<file path="src/rtl/rtc_time_core.sv">
// Time-of-day counter: hh:mm:ss held as 24-hour fields, seconds prescaler,
// validated load, 12/24-hour display mapping, minute-resolution alarm and
// one-cycle rollover strobes.
module rtc_time_core #(
  parameter int unsigned TICK_DIV = 1,
  parameter int unsigned DIV_W    = $clog2(TICK_DIV + 1)
) (
  input  logic       clk,
  input  logic       reset_n,
  input  logic       en,
  input  logic       mode_24,
  input  logic       set_valid,
  input  logic [4:0] set_hh,
  input  logic [5:0] set_mm,
  input  logic [5:0] set_ss,
  input  logic       alarm_en,
  input  logic [4:0] alarm_hh,
  input  logic [5:0] alarm_mm,
  output logic [5:0] seconds,
  output logic [5:0] minutes,
  output logic [4:0] hours,
  output logic       pm,
  output logic       sec_tick,
  output logic       min_tick,
  output logic       hour_tick,
  output logic       day_tick,
  output logic       set_err,
  output logic       alarm_hit
);

  localparam logic [DIV_W-1:0] DIV_LAST = DIV_W'(TICK_DIV - 1);

  logic [DIV_W-1:0] r_div;
  logic [5:0]       r_ss;
  logic [5:0]       r_mm;
  logic [4:0]       r_hr;
  logic             r_sec_tick, r_min_tick, r_hour_tick, r_day_tick;
  logic             r_set_err, r_alarm_hit;

  logic [DIV_W-1:0] w_div_n;
  logic [5:0]       w_ss_n, w_mm_n;
  logic [4:0]       w_hr_n;
  logic             w_sec_n, w_min_n, w_hour_n, w_day_n, w_err_n, w_alarm_n;
  logic             w_tick, w_load_ok, w_ss_wrap, w_mm_wrap;
  logic [5:0]       w_ss_inc, w_mm_inc;
  logic [4:0]       w_hr_inc;

  // Successor time: every field advances on the same tick, no cascade lag
  always_comb begin
    w_tick    = en & (r_div == DIV_LAST);
    w_load_ok = (set_ss <= 6'd59) & (set_mm <= 6'd59) & (set_hh <= 5'd23);
    w_ss_wrap = (r_ss == 6'd59);
    w_mm_wrap = w_ss_wrap & (r_mm == 6'd59);
    w_ss_inc  = w_ss_wrap ? 6'd0 : r_ss + 6'd1;
    w_mm_inc  = w_ss_wrap ? ((r_mm == 6'd59) ? 6'd0 : r_mm + 6'd1) : r_mm;
    w_hr_inc  = w_mm_wrap ? ((r_hr == 5'd23) ? 5'd0 : r_hr + 5'd1) : r_hr;
  end

  // Next-state: load beats tick; a rejected load freezes everything
  always_comb begin
    w_div_n   = r_div;
    w_ss_n    = r_ss;
    w_mm_n    = r_mm;
    w_hr_n    = r_hr;
    w_sec_n   = 1'b0;
    w_min_n   = 1'b0;
    w_hour_n  = 1'b0;
    w_day_n   = 1'b0;
    w_err_n   = 1'b0;
    w_alarm_n = 1'b0;
    if (set_valid) begin
      if (w_load_ok) begin
        w_ss_n  = set_ss;
        w_mm_n  = set_mm;
        w_hr_n  = set_hh;
        w_div_n = '0;
      end else begin
        w_err_n = 1'b1;
      end
    end else if (en) begin
      if (w_tick) begin
        w_div_n   = '0;
        w_ss_n    = w_ss_inc;
        w_mm_n    = w_mm_inc;
        w_hr_n    = w_hr_inc;
        w_sec_n   = 1'b1;
        w_min_n   = w_ss_wrap;
        w_hour_n  = w_mm_wrap;
        w_day_n   = w_mm_wrap & (r_hr == 5'd23);
        // out-of-range alarm fields can never equal an in-range successor
        w_alarm_n = alarm_en & (w_ss_inc == 6'd0) &
                    (w_mm_inc == alarm_mm) & (w_hr_inc == alarm_hh);
      end else begin
        w_div_n = r_div + DIV_W'(1);
      end
    end
  end

  // State and strobe registers
  always_ff @(posedge clk or negedge reset_n) begin
    if (!reset_n) begin
      r_div       <= '0;
      r_ss        <= '0;
      r_mm        <= '0;
      r_hr        <= '0;
      r_sec_tick  <= 1'b0;
      r_min_tick  <= 1'b0;
      r_hour_tick <= 1'b0;
      r_day_tick  <= 1'b0;
      r_set_err   <= 1'b0;
      r_alarm_hit <= 1'b0;
    end else begin
      r_div       <= w_div_n;
      r_ss        <= w_ss_n;
      r_mm        <= w_mm_n;
      r_hr        <= w_hr_n;
      r_sec_tick  <= w_sec_n;
      r_min_tick  <= w_min_n;
      r_hour_tick <= w_hour_n;
      r_day_tick  <= w_day_n;
      r_set_err   <= w_err_n;
      r_alarm_hit <= w_alarm_n;
    end
  end

  // Display hours follow mode_24 with no latency; stored time is untouched
  always_comb begin
    hours = r_hr;
    if (!mode_24) begin
      if (r_hr == 5'd0)       hours = 5'd12;
      else if (r_hr > 5'd12)  hours = r_hr - 5'd12;
      else                    hours = r_hr;
    end
  end

  assign pm        = (r_hr >= 5'd12);
  assign seconds   = r_ss;
  assign minutes   = r_mm;
  assign sec_tick  = r_sec_tick;
  assign min_tick  = r_min_tick;
  assign hour_tick = r_hour_tick;
  assign day_tick  = r_day_tick;
  assign set_err   = r_set_err;
  assign alarm_hit = r_alarm_hit;

endmodule

</file>
<file path="config.mk">
export PLATFORM = sky130hd
export DESIGN_NAME = rtc_time_core
export DESIGN_NICKNAME = d
export VERILOG_FILES = /design/src/rtl/rtc_time_core.sv
export SDC_FILE = /design/constraint.sdc
export NUM_CORES = 1
export LEC_CHECK = 0
export BUFFER_PORTS_ARGS = -buffer_cell sky130_fd_sc_hd__buf_2
export CORE_ASPECT_RATIO = 0.8
export CORE_MARGIN = 2
export CORE_UTILIZATION = 53
export DETAILED_ROUTE_END_ITERATION = 16
export HOLD_SLACK_MARGIN = 0.12
export MAX_ROUTING_LAYER = met4
export PLACE_DENSITY = 0.81
export SLEW_MARGIN = 10
export SYNTH_ARGS = -nofsm -noshare
export SYNTH_HDL_FRONTEND = slang
export SYNTH_SLANG_ARGS = --single-unit
</file>
<file path="constraint.sdc">
create_clock -name clk -period 2.9 [get_ports clk]
set_clock_uncertainty 0.05 [all_clocks]
set_input_delay 0.58 -clock clk [delete_from_list [all_inputs] [get_ports clk]]
set_output_delay 0.58 -clock clk [all_outputs]
set_load 0.05 [all_outputs]
</file>
==> out/summary.txt <==
status: complete, no violations
fill cell count: 352
RSZ-0062 raised after global routing: no
total negative slack: 0 ns
CTS tree: done
clk root buf: clkbuf_8
largest net degree at the start of global routing: 25
Primary FF master, synth: dfrtp_1
cell with the most instances after synthesis: dfrtp_1
largest vdd supply drop: 0.389 mV
post-synthesis sequential area ratio: 0.283
fin util: 0.641
Worst EP arrival: 2.81 ns
DR DRC count: 0
area leader, netlist: dfrtp_1
R2R depth: 7
Post-synth EDFFs: 0
Slew Viols, Final: 0
Post-CTS Hold Fix Bufs: 0
postcts setup bufs: 0
YS warnings: 0
Vias/cell: 6.26
Routed WL per cell: 17.1 µm
top post-synthesis cells by area: dfrtp_1 (28%), a21oi_1 (4.7%), ha_1 (4.7%)
multi-input combinational cell area: 1350 µm²
ANT cells: 0
register-to-register setup slack: 0.23 ns
Period Utilization, post-route: 0.922
area grow syn2layout: 15.6%
Worst setup SP type: register
Fmax: 374 MHz
P_leak: 1.05 nW
layout cells sized above 1: 0.256
final WL: 6.23 mm
clk_lat worst skew: 0.27 ns
critical path class: reg2reg
Yosys reg bits: 24
IO Count: 58
Cell Int Power: 0.705 mW
Final Hold Viols: 0
Iter 0 DRT Violations: 175
Synth cell types: 56
first-pass GRT wire length: 10.1 mm
Tot Pwr: 1.43 mW
crit-path max FO: 11
TritonCTS Buffers: 3
Final #Nets: 353
clock sink count: 24
CP Capture Type: register
Std-Cell Rows: 20
Tot GR Track Use: 0.307
Final setup viols: 0
pwr dens: 582 nW/µm²
routability cong.: 1.05
Post-CTS Resized: 0
initial antenna violation count: 0
FF-to-FF Start: seconds[0]$_DFFE_PN0P_
DRT antenna net count: 0
Min-Delay Path Class: in2async
Net Switching: 0.722 mW
DR pass1 iterations: 5
final hold slack: 0.240 ns
Syn Inst Count: 259
Final WS setup: 0.225 ns
GRT overflow: 0
top-area cell type share of the netlist area: 0.283
Die H: 60.6 µm
Logic pwr share: 0.491
CP required: 3.04 ns
switching part of the total power: 0.506
min Tclk post-route: 2.67 ns
clock power share: 0.145
die area: 4530 µm²
core area: 3830 µm²
# port buffers: 57
worst slew pin tran: 0.601 ns
vias in the first global route: 2,047
Chip Width: 74.8 µm
htree depth: 1
clk slew on worst S/H paths: 0.09 ns
CTS max path bufs: 2
syn_nets: 301
initial core utilization: 0.555
Slew headroom: 0.599
Post-Syn Area per Cell: 8.20 µm²
detailed placement HPWL: 4.71 mm
MaxCap Viol Count: 0
Async SR Flop Fraction: 1.00
Post-Syn Area: 2120 µm²
routed vias: 2,280
dpl ws: 0.252 ns
register area: 601 µm²
Synth top cells by count: dfrtp_1 (24), nor2_1 (23), nand2_1 (21), a21oi_1 (20), o21ai_0 (18)
reg2reg end: alarm_hit$_DFF_PN0_
sequential share of power: 0.364
==> power groups by stage <==
stage / Combinational [mW] / Clock [mW] / Sequential, mW
2_1_floorplan: 0.461 / 0 / 0.591
3_3_place_gp: 0.690 / 0 / 0.515
3_5_place_dp: 0.694 / 0 / 0.522
4_1_cts: 0.698 / 0.210 / 0.514
5_1_grt: 0.762 / 0.224 / 0.533
6_report: 0.701 / 0.208 / 0.519
==> through the flow <==
step	instances	instance area, µm²
after global placement	361	2410
after CTS	364	2450
final	364	2450
after floorplan	259	2120
after global routing	364	2450
after detailed placement	361	2410
==> layout by cell type (no fill, tap or decap), types with 3 or more instances in the layout <==
cell type and n:
ha_1 8, clkbuf_8 3, nand4b_1 3, o21ai_0 18, o31ai_1 4, buf_4 6, xor2_1 3, xnor2_1 4
nand2_1 21, o211ai_1 3, nor2b_1 3, o22ai_1 3, a22oi_1 5, inv_1 10, nand3_1 13, nor2_1 23
nand4_1 9, dfrtp_1 24, a21oi_1 20, a31oi_1 3, buf_2 57, mux2i_1 7, nor3_1 11, and4_1 3
and3_1 6
==> cell families after synthesis <==
group,after synthesis,share of synthesized area
mux,7,0.0330
xor+xnor,7,0.0289
compound gates,79,0.255
simple gates,106,0.272
fa+ha+maj,8,0.0471
flops,24,0.283
buf+inv,28,0.0807
==> layer usage <==
metal,vias to the layer above,GRT usage,part of all wire
met5,-,-,0
met2,124,0.466,0.44
met1,1061,0.414,0.44
met4,0,0.0944,0.022
met3,16,0.0631,0.090
li1,1079,-,-
==> critical path, stage by stage, from the launching register on <==
cell and delay (ns):
dfrtp_1 0.49, ha_1 0.35, nand4_2 0.36, nor2_1 0.52, mux2i_1 0.33, xor2_1 0.17, nand4_1 0.15, nor4_2 0.16
==> registers in the layout, summed over array words and instances, names as in the netlist <==
signal,count
alarm_hit,1
minutes,6
seconds,6
r_div,1
min_tick,1
day_tick,1
sec_tick,1
r_hr,5
hour_tick,1
set_err,1
==> area by class of cell <==
class                   count  share of cell area
multi-input cells         207               0.551
flip-flops and latches     24               0.245
repair buffers             64               0.143
well taps                  55              0.0280
clock buffers               3              0.0168
inverters                  11              0.0168
==> how the worst max path moves through the flow <==
stage                            from                  end  slack [ns]  depth (start not counted)
3_3_place_gp   seconds[0]$_DFFE_PN0P_  alarm_hit$_DFF_PN0_        0.37                          7
3_5_place_dp   seconds[0]$_DFFE_PN0P_  alarm_hit$_DFF_PN0_        0.25                          7
5_1_grt        seconds[0]$_DFFE_PN0P_  alarm_hit$_DFF_PN0_        0.04                          7
6_report       seconds[0]$_DFFE_PN0P_  alarm_hit$_DFF_PN0_        0.23                          7
4_1_cts        seconds[0]$_DFFE_PN0P_  alarm_hit$_DFF_PN0_        0.23                          7
2_1_floorplan  seconds[0]$_DFFE_PN0P_  alarm_hit$_DFF_PN0_        0.25                          8
Power figures use the tool's default switching activity.
